$ cat config.mk
export PLATFORM = sky130hd
export DESIGN_NAME = axi_rd_protocol
export DESIGN_NICKNAME = d
export VERILOG_FILES = /design/src/rtl/axi_rd_protocol.sv
export SDC_FILE = /design/constraint.sdc
export NUM_CORES = 1
export LEC_CHECK = 0
export ABC_AREA = 1
export BUFFER_PORTS_ARGS = -buffer_cell sky130_fd_sc_hd__buf_2
export CORE_MARGIN = 1
export CORE_UTILIZATION = 24
export DETAILED_ROUTE_END_ITERATION = 8
export PLACE_DENSITY = 0.45
export REMOVE_ABC_BUFFERS = 1
export SYNTH_ARGS = -nofsm -noshare
export SYNTH_HDL_FRONTEND = slang
export SYNTH_SLANG_ARGS = --single-unit
$ cat constraint.sdc
create_clock -name axi_aclk -period 1.9 [get_ports axi_aclk]
set_clock_uncertainty 0.05 [all_clocks]
set_input_delay 0 -clock axi_aclk [delete_from_list [all_inputs] [get_ports axi_aclk]]
set_output_delay 0 -clock axi_aclk [all_outputs]
set_load 0.02 [all_outputs]
$ cat src/rtl/axi_rd_protocol.sv
// AXI read-channel protocol block: registered AR/R handshakes, single outstanding burst,
// beat address generation and sticky error flag. Define AXI_RD_WRAP_EN to build WRAP bursts.
module axi_rd_protocol #(
  parameter int AW = 32,
  parameter int DW = 64
) (
  input  logic          axi_aclk,
  input  logic          rst,
  input  logic [AW-1:0] araddr_in,
  input  logic [7:0]    arlen_in,
  input  logic [2:0]    arsize_in,
  input  logic [1:0]    arburst_in,
  input  logic          arvalid_in,
  input  logic [DW-1:0] rdata_in,
  input  logic [1:0]    rresp_in,
  input  logic          rvalid_in,
  input  logic          rready_in,
  output logic [AW-1:0] axi_araddr,
  output logic [7:0]    axi_arlen,
  output logic [2:0]    axi_arsize,
  output logic [1:0]    axi_arburst,
  output logic          axi_arvalid,
  output logic          axi_arready,
  output logic [DW-1:0] axi_rdata,
  output logic [1:0]    axi_rresp,
  output logic          axi_rlast,
  output logic          axi_rvalid,
  output logic          axi_rready,
  output logic          r_active,
  output logic [AW-1:0] r_beat_addr,
  output logic          r_err
);

  typedef enum logic [1:0] {
    ST_WAIT   = 2'b00,
    ST_COMMIT = 2'b01,
    ST_ASSERT = 2'b10
  } state_t;

  localparam logic [1:0] BURST_FIXED = 2'b00;
  localparam logic [1:0] BURST_INCR  = 2'b01;
  localparam logic [1:0] BURST_WRAP  = 2'b10;

  state_t ar_state, ar_next, r_state, r_next;

  logic [7:0]    beats_left, beats_left_d;
  logic [2:0]    cur_size, cur_size_d;
  logic [1:0]    cur_burst, cur_burst_d;
  logic [AW-1:0] wrap_mask, wrap_mask_d;

  logic [AW-1:0] araddr_d, beat_addr_d;
  logic [7:0]    arlen_d;
  logic [2:0]    arsize_d;
  logic [1:0]    arburst_d, rresp_d;
  logic [DW-1:0] rdata_d;
  logic          arvalid_d, arready_d, rlast_d, rvalid_d, rready_d, active_d, err_d;
  logic          r_take, last_if_taken;

  logic [AW-1:0] beat_step, beat_incr, beat_next;

  always_comb begin
    beat_step = AW'(1) << cur_size;
    beat_incr = r_beat_addr + beat_step;
    beat_next = beat_incr;
    if (cur_burst == BURST_FIXED) begin
      beat_next = r_beat_addr;
    end
`ifdef AXI_RD_WRAP_EN
    else if (cur_burst == BURST_WRAP) begin
      beat_next = (r_beat_addr & ~wrap_mask) | (beat_incr & wrap_mask);
    end
`endif
  end

  always_comb begin
    ar_next       = ar_state;
    r_next        = r_state;
    araddr_d      = axi_araddr;
    arlen_d       = axi_arlen;
    arsize_d      = axi_arsize;
    arburst_d     = axi_arburst;
    arvalid_d     = axi_arvalid;
    arready_d     = axi_arready;
    rdata_d       = axi_rdata;
    rresp_d       = axi_rresp;
    rlast_d       = axi_rlast;
    rvalid_d      = axi_rvalid;
    rready_d      = axi_rready;
    active_d      = r_active;
    err_d         = r_err;
    beat_addr_d   = r_beat_addr;
    beats_left_d  = beats_left;
    cur_size_d    = cur_size;
    cur_burst_d   = cur_burst;
    wrap_mask_d   = wrap_mask;
    r_take        = 1'b0;
    last_if_taken = (beats_left == 8'd0);

    case (ar_state)
      ST_WAIT: begin
        if (arvalid_in) begin
          araddr_d  = araddr_in;
          arlen_d   = arlen_in;
          arsize_d  = arsize_in;
          arburst_d = arburst_in;
          arvalid_d = 1'b1;
          arready_d = ~r_active;
          ar_next   = r_active ? ST_ASSERT : ST_COMMIT;
        end else begin
          arvalid_d = 1'b0;
          arready_d = ~r_active;
        end
      end
      ST_COMMIT: begin
        active_d     = 1'b1;
        beats_left_d = axi_arlen;
        beat_addr_d  = axi_araddr;
        cur_size_d   = axi_arsize;
        arvalid_d    = 1'b0;
        arready_d    = 1'b0;
        ar_next      = ST_WAIT;
        case (axi_arburst)
          BURST_FIXED: cur_burst_d = BURST_FIXED;
          BURST_INCR:  cur_burst_d = BURST_INCR;
          BURST_WRAP: begin
`ifdef AXI_RD_WRAP_EN
            if (axi_arlen inside {8'd1, 8'd3, 8'd7, 8'd15}) begin
              cur_burst_d = BURST_WRAP;
              wrap_mask_d = ((AW'(axi_arlen) + AW'(1)) << axi_arsize) - AW'(1);
            end else begin
              cur_burst_d = BURST_INCR;
              err_d       = 1'b1;
            end
`else
            cur_burst_d = BURST_INCR;
`endif
          end
          default: begin
            cur_burst_d = BURST_INCR;
            err_d       = 1'b1;
          end
        endcase
      end
      ST_ASSERT: begin
        if (!r_active) begin
          arready_d = 1'b1;
          ar_next   = ST_COMMIT;
        end
      end
      default: ar_next = ST_WAIT;
    endcase

    // AR COMMIT only runs while r_active is low and R COMMIT only while it is high,
    // so the shared burst registers are never written by both FSMs in one cycle.
    case (r_state)
      ST_WAIT: begin
        r_take = 1'b1;
        if (rvalid_in && !r_active) begin
          err_d = 1'b1;
        end
      end
      ST_ASSERT: begin
        if (rready_in) begin
          rready_d = 1'b1;
          rlast_d  = (beats_left == 8'd0);
          r_next   = ST_COMMIT;
        end
      end
      ST_COMMIT: begin
        if (axi_rresp != 2'b00) begin
          err_d = 1'b1;
        end
        if (axi_rlast) begin
          active_d = 1'b0;
          rvalid_d = 1'b0;
          rready_d = 1'b0;
          rlast_d  = 1'b0;
          r_next   = ST_WAIT;
        end else begin
          beats_left_d  = beats_left - 8'd1;
          beat_addr_d   = beat_next;
          r_take        = 1'b1;
          last_if_taken = (beats_left == 8'd1);
        end
      end
      default: r_next = ST_WAIT;
    endcase

    if (r_take) begin
      if (r_active && rvalid_in) begin
        rdata_d  = rdata_in;
        rresp_d  = rresp_in;
        rvalid_d = 1'b1;
        rready_d = rready_in;
        rlast_d  = rready_in & last_if_taken;
        r_next   = rready_in ? ST_COMMIT : ST_ASSERT;
      end else begin
        rvalid_d = 1'b0;
        rready_d = rready_in;
        rlast_d  = 1'b0;
        r_next   = ST_WAIT;
      end
    end
  end

  always_ff @(posedge axi_aclk) begin
    if (rst) begin
      ar_state    <= ST_WAIT;
      r_state     <= ST_WAIT;
      axi_araddr  <= '0;
      axi_arlen   <= '0;
      axi_arsize  <= '0;
      axi_arburst <= '0;
      axi_arvalid <= 1'b0;
      axi_arready <= 1'b1;
      axi_rdata   <= '0;
      axi_rresp   <= '0;
      axi_rlast   <= 1'b0;
      axi_rvalid  <= 1'b0;
      axi_rready  <= 1'b0;
      r_active    <= 1'b0;
      r_beat_addr <= '0;
      r_err       <= 1'b0;
      beats_left  <= '0;
      cur_size    <= '0;
      cur_burst   <= '0;
      wrap_mask   <= '0;
    end else begin
      ar_state    <= ar_next;
      r_state     <= r_next;
      axi_araddr  <= araddr_d;
      axi_arlen   <= arlen_d;
      axi_arsize  <= arsize_d;
      axi_arburst <= arburst_d;
      axi_arvalid <= arvalid_d;
      axi_arready <= arready_d;
      axi_rdata   <= rdata_d;
      axi_rresp   <= rresp_d;
      axi_rlast   <= rlast_d;
      axi_rvalid  <= rvalid_d;
      axi_rready  <= rready_d;
      r_active    <= active_d;
      r_beat_addr <= beat_addr_d;
      r_err       <= err_d;
      beats_left  <= beats_left_d;
      cur_size    <= cur_size_d;
      cur_burst   <= cur_burst_d;
      wrap_mask   <= wrap_mask_d;
    end
  end

endmodule

==> results of run 1 <==
[power breakdown]
group | switching, mW | internal (mW) | total [mW]
registers | 0.333 | 3.87 | 4.20
logic | 1.74 | 1.20 | 2.95
clock network | 1.56 | 1.88 | 3.44
total | 3.64 | 6.95 | 10.6
[path summary, 6_finish.rpt]
kind | depth (start not counted) | startpoint | endpoint | slack (ns)
max reg2reg | 11 | cur_size[2] | r_beat_addr[10] | -0.26
max | 11 | cur_size[2] | r_beat_addr[10] | -0.26
min | 4 | rdata_in[41] | axi_rdata[41] | 0.27
min reg2reg | 2 | axi_rdata[13] | axi_rdata[13] | 0.43
[area by class of cell]
cell class	instances	area [sq um]	share of cell area, %
clock buffers	19	453	3.73
inverters	82	325	2.68
multi-input cells	811	4190	34.5
flip-flops and latches	166	3340	27.5
well taps	402	503	4.14
repair buffers	461	3220	26.5
clock inverters	13	120	0.988
[critical path: stages (launching register included)]
cell and delay (ns):
dfxtp_4 0.42, inv_4 0.09, nor3_4 0.22, ha_4 0.24, a21o_1 0.21, a21oi_2 0.14, o21ai_2 0.08, buf_12 0.15
nand2_2 0.08, xor2_1 0.17, nand2_1 0.09, a21oi_2 0.14
[metal layers]
metal / share of wire (%) / global-route usage, % / vias up
li1: - / - / 4521
met1: 45 / 21.1 / 4055
met2: 47 / 30.3 / 251
met3: 7.0 / 5.62 / 14
met4: 0.82 / 4.61 / 0
met5: 0 / 0 / -
[timing repair]
item / 4_1_cts / 5_1_grt
hold buffers: 117 / 0
buffers inserted: 7 / 5
endpoints found under the setup margin: 29 / 73
pin swaps: 23 / 23
resized for setup: 63 / 42
hold endpoints to repair: 127 / 0
[cells in the final DEF (no fill, tap or decap), drive strengths merged, types with 2 or more instances in the layout]
cell / instances
nor2: 251
clkinvlp: 3
nand4: 10
inv: 86
a211oi: 4
a21oi: 81
ha: 13
nor3: 20
clkbuf: 19
nand2: 158
clkinv: 5
nand3: 45
nor4: 2
a31oi: 10
xor2: 7
dlygate4sd3: 117
buf: 344
o21ai: 193
dfxtp: 166
o211ai: 5
a21o: 2
[flip-flops by register name, summed over array words and instances, names as in the netlist, 2 cells and up]
signal       count
r_beat_addr     32
axi_arlen        8
axi_araddr      32
cur_size         3
axi_arburst      2
r_state          2
axi_rdata       64
axi_arsize       3
ar_state         2
axi_rresp        2
beats_left       8
[per-stage QoR]
step	cells	utilization (%)	setup TNS [ns]	hold slack (ns)	cell area, sq um
finish	1954	38.3	-4.04	0.274	12200
global route	1954	38.3	-7.89	0.265	12200
CTS	1949	37.6	-3.58	0.246	11900
detailed placement	1793	31.3	-7.31	0.194	9930
global placement	1793	31.3	-6.47	0.175	9930
floorplan	1059	-	-47.97	0.0191	7480
[logic make-up (layout without fill, tap and decap cells)]
kind of cell,count (synthesis),count (layout),share of synthesized area (%)
compound gates,300,300,20.1
xor+xnor,7,7,0.788
buf+inv,146,575,7.83
fa+ha+maj,14,14,2.35
flops,166,166,42.7
simple gates,490,490,26.2
==> out/metrics.yaml, run 1 <==
fin_nets: 1669
drv_cap: 0
setup_viol: 28
cts_root_buf: "clkbuf_16"
synth_commonest_cells: "248 x nor2_1, 182 x o21ai_0, 166 x dfxtp_1"
clk_pin_slew_ns: 0.07
grt_pass1_wl_um: 46100
diodes: 0
cts_tree: "done"
die_x_um: 182
synth_most_common_cell: "nor2_1"
fin_crit_sh_pct: 114
gp_congestion: 0.825
synth_edf_count: 0
hold_path.class: "in2reg"
ir_drop_mv: 0.580
grt_setup_unrepaired: "yes"
arrival_ns: 2.49
h-tree-depth: 4
rows: 65
start_kind: "flop"
dr_total_vias: 8841
pin_count: 266
pre_cts_ws_ns: -0.332
final_layout_size_suffix_gt1_share_pct: 29.8
grt_pass1_vias: 8895
fill_cells: 3366
synth.avg_cell_area_sq_um: 6.93
start_util_pct: 24.5
drt_iter0_drc: 334
ys_seq_elements: 166
power_density_mw_per_mm2: 871
drc: 0
grt_usage_pct: 17.7
crit_required_ns: 2.23
core_area_sq_mm: 0.0317
relSlewSlack_pct: 63.1
postRouteAntennaNets: 0
die_y_um: 182
synth_cell_types: 42
area_delta_synth_final_pct: 56.3
ys_top_cells_by_area: "dfxtp_1 43%, nor2_1 12%, o21ai_0 12%, nand2_1 7.4%, a21oi_1 5.1%"
routed_wl_um: 28600
async_flop_share_pct: 0
clock-sinks: 166
antenna_found_initial: 0
synth_warnings: 0
worst_slack_ns: -0.257
synth_top_area_share_pct: 42.7
synthFlopType: "dfxtp_1"
dr.pass1.iters: 5
violations: "negative setup slack"
synth-seq-area-share_pct: 42.7
max_clock_freq_ghz: 0.464
port_buffers: 265
routedWlPerCell_um: 14.7
syn-instance-count: 1123
netlist_area_sq_mm: 0.00778
yosys.area.top_type: "dfxtp_1"
hold_violations: 0
leakage_nw: 5.41
final_max_slew_viol_count: 0
clock_latency_ns: 0.45
dpl.hpwl_um: 19600
critical_path.endpoint_type: "flop"
crit_fanout: 15
worstMarginPinSlew_ns: 0.553
grt_max_degree: 66
via_per_inst: 4.52
cts_buffers: 17
outcome: "finished, violations left"
min_period_ns: 2.16
cts_buffer_depth: 2
die_area_sq_mm: 0.0331
crit_type: "reg2reg"
grt.overflow.total: 0
p_total_mw: 10.6
Power figures use the tool's default switching activity.
==> run 2: changes to the inputs <==
- ABC_AREA: 1 -> default
==> run 2 against run 1 <==
Compared with the run above: the flow still finishes with violations (negative setup slack); clock power grew 7.8%; flip-flop and latch count is the same; register-to-register slack lost 0.19 ns; utilization grew 2.1 points; sequential share of layout area grew 1.1 points; via count shrank 9.8%; final area shrank 3.9%; largest cell class unchanged.
==> out/metrics.yaml, run 2 <==
outcome: "finished, violations left"  # unchanged
violations: "negative setup slack"  # unchanged
synth_edf_count: 0  # unchanged
die_area_sq_mm: 0.0304  # was 0.0331 sq mm
synth_most_common_cell: "nand2_1"  # was nor2_1
grt.overflow.total: 0  # unchanged
cts_root_buf: "clkbuf_16"  # unchanged
setup_viol: 29  # was 28
dr.pass1.iters: 4  # was 5
place_inst: 1577  # was 1793
grt_pass1_wl_um: 42700  # was 46100 um
swShare_pct: 33.8  # was 34.3%
synth_commonest_cells: "259 x nand2_1, 166 x dfxtp_1, 144 x a21oi_1"  # was 248 x nor2_1, 182 x o21ai_0, 166 x dfxtp_1
top_register: "axi_rdata"  # unchanged
pre_cts_ws_ns: -0.595  # was -0.332 ns
p_total_mw: 10.9  # was 10.6 mW
p_seq_share_pct: 38.1  # was 39.7%
grt_max_degree: 68  # was 66
grt_usage_pct: 18.0  # was 17.7%
dpl.hpwl_um: 18600  # was 19600 um
postRouteAntennaNets: 0  # unchanged
clk_pin_slew_ns: 0.07  # about the same
min_period_ns: 2.35  # was 2.16 ns
mostFrequentLayoutCells: "264 x buf_2, 256 x nand2_1, 163 x dfxtp_1"  # was 265 x buf_2, 243 x nor2_1, 174 x o21ai_0
synth_top_area_share_pct: 46.6  # was 42.7%
drt_iter0_drc: 411  # was 334
drc: 0  # unchanged
ys_top_cells_by_area: "dfxtp_1 47%, nand2_1 14%, a21oi_1 10%, nor2_1 2.6%, clkbuf_1 2.5%"  # was dfxtp_1 43%, nor2_1 12%, o21ai_0 12%, nand2_1 7.4%, a21oi_1 5.1%
h-tree-depth: 4  # unchanged
netlist_area_sq_mm: 0.00713  # was 0.00778 sq mm
worst_slack_ns: -0.449  # was -0.257 ns
final_common_cell: "buf_2"  # unchanged
cts_buffer_depth: 2  # unchanged
synth.avg_cell_area_sq_um: 7.91  # was 6.93 sq um
async_flop_share_pct: 0  # unchanged
fin_nets: 1465  # was 1669
whs_ns: 0.162  # was 0.274 ns
grt_setup_unrepaired: "yes"  # unchanged
cts_buffers: 17  # unchanged
hold_violations: 0  # unchanged
dr_total_vias: 7977  # was 8841
antenna_found_initial: 0  # unchanged
drv_cap: 0  # unchanged
routed_wl_um: 27400  # was 28600 um
pwr-share-comb_pct: 27.8  # about the same
die_x_um: 174  # was 182 um
final_max_slew_viol_count: 0  # unchanged
start_util_pct: 24.6  # was 24.5%
gp_congestion: 0.838  # was 0.825
hold_path.class: "in2reg"  # unchanged
final_layout_size_suffix_gt1_share_pct: 34.4  # was 29.8%
power_density_mw_per_mm2: 932  # was 871 mW/mm^2
fin_cells: 1732  # was 1954
max_stage_delay_ns: 0.37  # was 0.42 ns
grt_pass1_vias: 7927  # was 8895
cts_tree: "done"  # unchanged
critical_path.endpoint_type: "flop"  # unchanged
diodes: 0  # unchanged
largest_reg_flops: 64  # unchanged
start_kind: "flop"  # unchanged
reg_top3: "axi_rdata (64), axi_araddr (32), r_beat_addr (32)"  # unchanged
core_area_sq_mm: 0.0289  # was 0.0317 sq mm
crit_required_ns: 2.20  # was 2.23 ns
clock_latency_ns: 0.44  # was 0.45 ns
crit_type: "reg2reg"  # unchanged
ir_drop_mv: 0.570  # was 0.580 mV
rows: 62  # was 65
synth-seq-area-share_pct: 46.6  # was 42.7%
worstMarginPinSlew_ns: 0.645  # was 0.553 ns
yosys.area.top_type: "dfxtp_1"  # unchanged
crit_fanout: 8  # was 15
leakage_nw: 5.07  # was 5.41 nW
synth_cell_types: 72  # was 42
die_y_um: 174  # was 182 um
routedWlPerCell_um: 15.8  # was 14.7 um
ys_seq_elements: 166  # unchanged
pwr-share-clk_pct: 34.0  # was 32.5%
port_buffers: 265  # unchanged
via_per_inst: 4.61  # was 4.52
synth_warnings: 0  # unchanged
fin_crit_sh_pct: 124  # was 114%
crit_path_top_delay_cell: "dfxtp_4"  # unchanged
worstPathCellList: "nor3b_2, buf_4, fa_2, a211oi_2, nor2_2, a21oi_4, buf_6, nor3_1, xnor2_1, a211oi_1"  # was inv_4, nor3_4, ha_4, a21o_1, a21oi_2, o21ai_2, buf_12, nand2_2, xor2_1, nand2_1, a21oi_2
area_delta_synth_final_pct: 63.9  # was 56.3%
p_int_mw: 7.21  # was 6.95 mW
synthFlopType: "dfxtp_1"  # unchanged
max_clock_freq_ghz: 0.426  # was 0.464 GHz
relSlewSlack_pct: 57.0  # was 63.1%
fill_cells: 2979  # was 3366
pin_count: 266  # unchanged
clock-sinks: 166  # unchanged
arrival_ns: 2.65  # was 2.49 ns
tns_ns: -10.13  # was -4.04 ns
p_switching_mw: 3.68  # was 3.64 mW
syn-instance-count: 901  # was 1123
run 2: worst max-delay path, delay by kind of cell, from the launching register on:
kind / cells / cell delay (ns)
flip-flops: 1 / 0.37
AND/OR/NAND/NOR: 3 / 0.33
adder cells (fa/ha/maj): 1 / 0.36
XOR/XNOR: 1 / 0.15
buffers and inverters: 2 / 0.33
AO/OA/AOI/OAI: 3 / 0.66
run 2: layout make-up:
| type | count | area, sq um | share of cell area (%) |
|---|---|---|---|
| repair buffers | 476 | 3350 | 28.6 |
| flip-flops and latches | 166 | 3330 | 28.5 |
| inverters | 13 | 48.8 | 0.418 |
| clock inverters | 14 | 186 | 1.60 |
| well taps | 384 | 480 | 4.11 |
| clock buffers | 18 | 429 | 3.67 |
| multi-input cells | 661 | 3860 | 33.0 |
run 2: power groups by stage:
stage	clock network [mW]	registers (mW)	logic (mW)
after detailed placement	0	4.21	2.77
after floorplan	0	4.56	1.04
final	3.71	4.15	3.03
after CTS	3.84	4.14	3.00
after global routing	4.00	4.20	3.32
after global placement	0	4.21	2.77
run 2: kinds of logic after synthesis:
logic type               share of synthesized area, %
flip-flops                                       46.6
XOR/XNOR                                         1.11
AO/OA/AOI/OAI                                    20.2
buffers and inverters                            4.16
adder cells (fa/ha/maj)                          2.56
multiplexers                                     1.16
AND/OR/NAND/NOR                                  24.2
run 2: path summary, 6_finish.rpt:
path	endpoint	slack (ns)	startpoint	cells after the start
max	r_beat_addr[26]	-0.45	cur_size[0]	10
min	r_state[1]	0.16	rvalid_in	4
max reg2reg	r_beat_addr[26]	-0.45	cur_size[0]	10
min reg2reg	axi_rdata[22]	0.40	axi_rdata[22]	2
run 2: timing repair:
action / 4_1_cts / 5_1_grt
hold buffers: 114 / 0
buffers inserted: 5 / 5
gates resized for setup: 60 / 25
pin swaps: 41 / 23
setup endpoints to repair: 29 / 33
endpoints found under the hold margin: 125 / 0
run 2: routing by layer:
layer	track usage, %	share of wire [%]	wire length, um	vias up
met4	5.34	1.3	358	0
met5	0	0	0	-
met1	22.1	44	12100	3718
li1	-	-	-	3983
met2	29.8	47	13000	257
met3	5.75	6.9	1900	19
run 2: through the flow:
| step | instance area (sq um) | util [%] |
|---|---|---|
| final | 11700 | 40.4 |
| after global routing | 11700 | 40.4 |
| after CTS | 11500 | 39.8 |
| after detailed placement | 9500 | 32.8 |
| after global placement | 9500 | 32.8 |
| after floorplan | 6880 | - |
==> run 3: changes to the inputs <==
- BUFFER_PORTS_ARGS: -buffer_cell sky130_fd_sc_hd__buf_2 -> -buffer_cell sky130_fd_sc_hd__clkbuf_2
==> run 3 against run 2 <==
Compared with the run above: the run still ends with negative setup slack left; critical path depth did not move; fmax rose by 2.1%; non-clock buffer count rose by 3; flip-flop and latch count did not move; critical endpoint is now r_beat_addr[18]; largest power group unchanged.
==> out/metrics.yaml, run 3 (synthesis results as in run 2) <==
outcome: "finished, violations left"  # unchanged
violations: "negative setup slack"  # unchanged
gp_congestion: 0.822  # was 0.838
final_layout_size_suffix_gt1_share_pct: 35.5  # was 34.4%
cts_root_buf: "clkbuf_16"  # unchanged
cts_buffers: 17  # unchanged
crit_required_ns: 2.23  # was 2.20 ns
path_delay_family: "simple AND/OR/NAND/NOR gates"  # was compound AO/OA/AOI/OAI gates
leakage_nw: 5.01  # was 5.07 nW
p_switching_mw: 3.77  # was 3.68 mW
rows: 62  # unchanged
final_common_cell: "clkbuf_2"  # was buf_2
port_buffers: 265  # unchanged
top_register: "axi_rdata"  # unchanged
dr_total_vias: 7983  # was 7977
clock-sinks: 166  # unchanged
pwr-share-clk_pct: 32.6  # was 34.0%
swShare_pct: 35.0  # was 33.8%
grt_pass1_vias: 8060  # was 7927
fin_nets: 1468  # was 1465
fin_crit_sh_pct: 121  # was 124%
min_period_ns: 2.30  # was 2.35 ns
setup_viol: 29  # unchanged
routed_wl_um: 27200  # was 27400 um
setup.worst_path.end: "r_beat_addr[18]"  # was r_beat_addr[26]
r2r_slack_ns: -0.40  # was -0.45 ns
r2r_cells: 10  # unchanged
area_delta_synth_final_pct: 65.4  # was 63.9%
hold_path.class: "in2reg"  # unchanged
critPathMostFrequentCell: "buf_4"
cts_tree: "done"  # unchanged
met1_usage_pct: 21.8  # was 22.1%
p_seq_share_pct: 38.6  # was 38.1%
start_kind: "flop"  # unchanged
pin_count: 266  # unchanged
max_clock_freq_ghz: 0.435  # was 0.426 GHz
worstPathCellList: "nor3b_4, buf_4, fa_2, a211oi_2, nor2_2, a21oi_4, buf_4, nor4_4, mux2_4, a21oi_2"  # was nor3b_2, buf_4, fa_2, a211oi_2, nor2_2, a21oi_4, buf_6, nor3_1, xnor2_1, a211oi_1
pwr-share-comb_pct: 28.9  # was 27.8%
p_int_mw: 6.98  # was 7.21 mW
power_density_mw_per_mm2: 912  # was 932 mW/mm^2
critical_path_depth: 10  # unchanged
grt_pass1_wl_um: 42700  # about the same
final_util_pct: 40.8  # was 40.4%
grtUsageMet2_pct: 29.7  # was 29.8%
die_y_um: 174  # unchanged
largest_reg_flops: 64  # unchanged
hold_violations: 0  # unchanged
place_area_sq_mm: 0.00949  # was 0.00950 sq mm
final_max_slew_viol_count: 0  # unchanged
worstMarginPinSlew_ns: 0.676  # was 0.645 ns
ir_drop_mv: 0.524  # was 0.570 mV
grt.overflow.total: 0  # unchanged
crit_fanout: 8  # unchanged
reg_top3: "axi_rdata (64), axi_araddr (32), r_beat_addr (32)"  # unchanged
multiInputGateArea_sq_mm: 0.00398  # was 0.00386 sq mm
critical_path.endpoint_type: "flop"  # unchanged
diodes: 0  # unchanged
r2r_end: "r_beat_addr[18]"  # was r_beat_addr[26]
stdcell_area_sq_mm: 0.0118  # was 0.0117 sq mm
whs_ns: 0.160  # was 0.162 ns
dpl.hpwl_um: 18700  # was 18600 um
met3_usage_pct: 5.31  # was 5.75%
start_util_pct: 24.6  # unchanged
die_area_sq_mm: 0.0304  # unchanged
clk_pin_slew_ns: 0.07  # about the same
crit_type: "reg2reg"  # unchanged
fill_cells: 2932  # was 2979
drt_iter0_drc: 273  # was 411
cts_buffer_depth: 2  # unchanged
worst_slack_ns: -0.401  # was -0.449 ns
die_x_um: 174  # unchanged
postRouteAntennaNets: 0  # unchanged
startpoint: "cur_size[0]"  # unchanged
dr.pass1.iters: 5  # was 4
hp-start: "rvalid_in"  # unchanged
mostFrequentLayoutCells: "264 x clkbuf_2, 256 x nand2_1, 163 x dfxtp_1"  # was 264 x buf_2, 256 x nand2_1, 163 x dfxtp_1
crit_path_top_delay_cell: "dfxtp_4"  # unchanged
cp_num_buf_inv: 2  # unchanged
pre_cts_ws_ns: -0.642  # was -0.595 ns
regArea_sq_mm: 0.00333  # unchanged
relSlewSlack_pct: 54.5  # was 57.0%
drc: 0  # unchanged
routedWlPerCell_um: 15.7  # was 15.8 um
r2r-start: "cur_size[0]"  # unchanged
via_per_inst: 4.60  # was 4.61
core_area_sq_mm: 0.0289  # unchanged
antenna_found_initial: 0  # unchanged
grt_max_degree: 92  # was 68
max_stage_delay_ns: 0.40  # was 0.37 ns
drv_cap: 0  # unchanged
grt_usage_pct: 17.8  # was 18.0%
tns_ns: -9.46  # was -10.13 ns
h-tree-depth: 4  # unchanged
arrival_ns: 2.63  # was 2.65 ns
clock_latency_ns: 0.44  # about the same
grt.busiest_layer: "met2"  # unchanged
grt_setup_unrepaired: "yes"  # unchanged
[run 3: cell count changes in the layout (fill, tap and decap cells not counted), sizes merged]
cell      change
inv           +3
bufinv        -2
buf         -261
clkbuf      +263
clkinv        +1
clkinvlp      -1
[run 3: layer usage]
metal  part of all wire (%)  up-vias
met4                    1.5        0
met5                      0        -
met2                     46      247
met3                    6.7       20
met1                     45     3726
li1                       -     3990
[run 3: what timing repair did]
item | in CTS | in global routing
hold buffers | 114 | 0
gates resized for setup | 76 | 33
endpoints found under the hold margin | 128 | 0
setup endpoints to repair | 30 | 32
setup buffers | 8 | 7
pin swaps | 54 | 31
[run 3: power groups by stage]
stage	clock (mW)	combinational, mW	sequential (mW)
after floorplan	0	1.04	4.56
after global placement	0	2.77	4.21
after detailed placement	0	2.78	4.21
after CTS	3.65	3.07	4.14
after global routing	3.77	3.39	4.21
final	3.50	3.10	4.15
[run 3: through the flow]
stage                     std cells  total power, mW
final                          1735             10.8
after global routing           1735             11.4
after CTS                      1728             10.9
after detailed placement       1575             6.99
after global placement         1575             6.98
after floorplan                 840             5.59
[run 3: area by class of cell]
class	instances	share of cell area [%]
flip-flops and latches	166	28.3
inverters	13	0.414
clock buffers	17	3.61
repair buffers	479	28.7
well taps	384	4.07
clock inverters	15	1.19
multi-input cells	661	33.7
[run 3: how the worst min path moves through the flow]
stage	to	slack, ns	cells after the start
after floorplan	r_beat_addr[29]	0.01	1
after global placement	axi_rdata[30]	0.17	3
after detailed placement	axi_rdata[30]	0.18	3
after CTS	r_state[0]	0.14	4
after global routing	r_err	0.20	5
final	r_err	0.16	5
[run 3: tightest hold or removal path: cells and delay by family]
family	cells	cell delay, ns
compound gates	2	0.25
buf+inv	1	0.10
simple gates	2	0.23
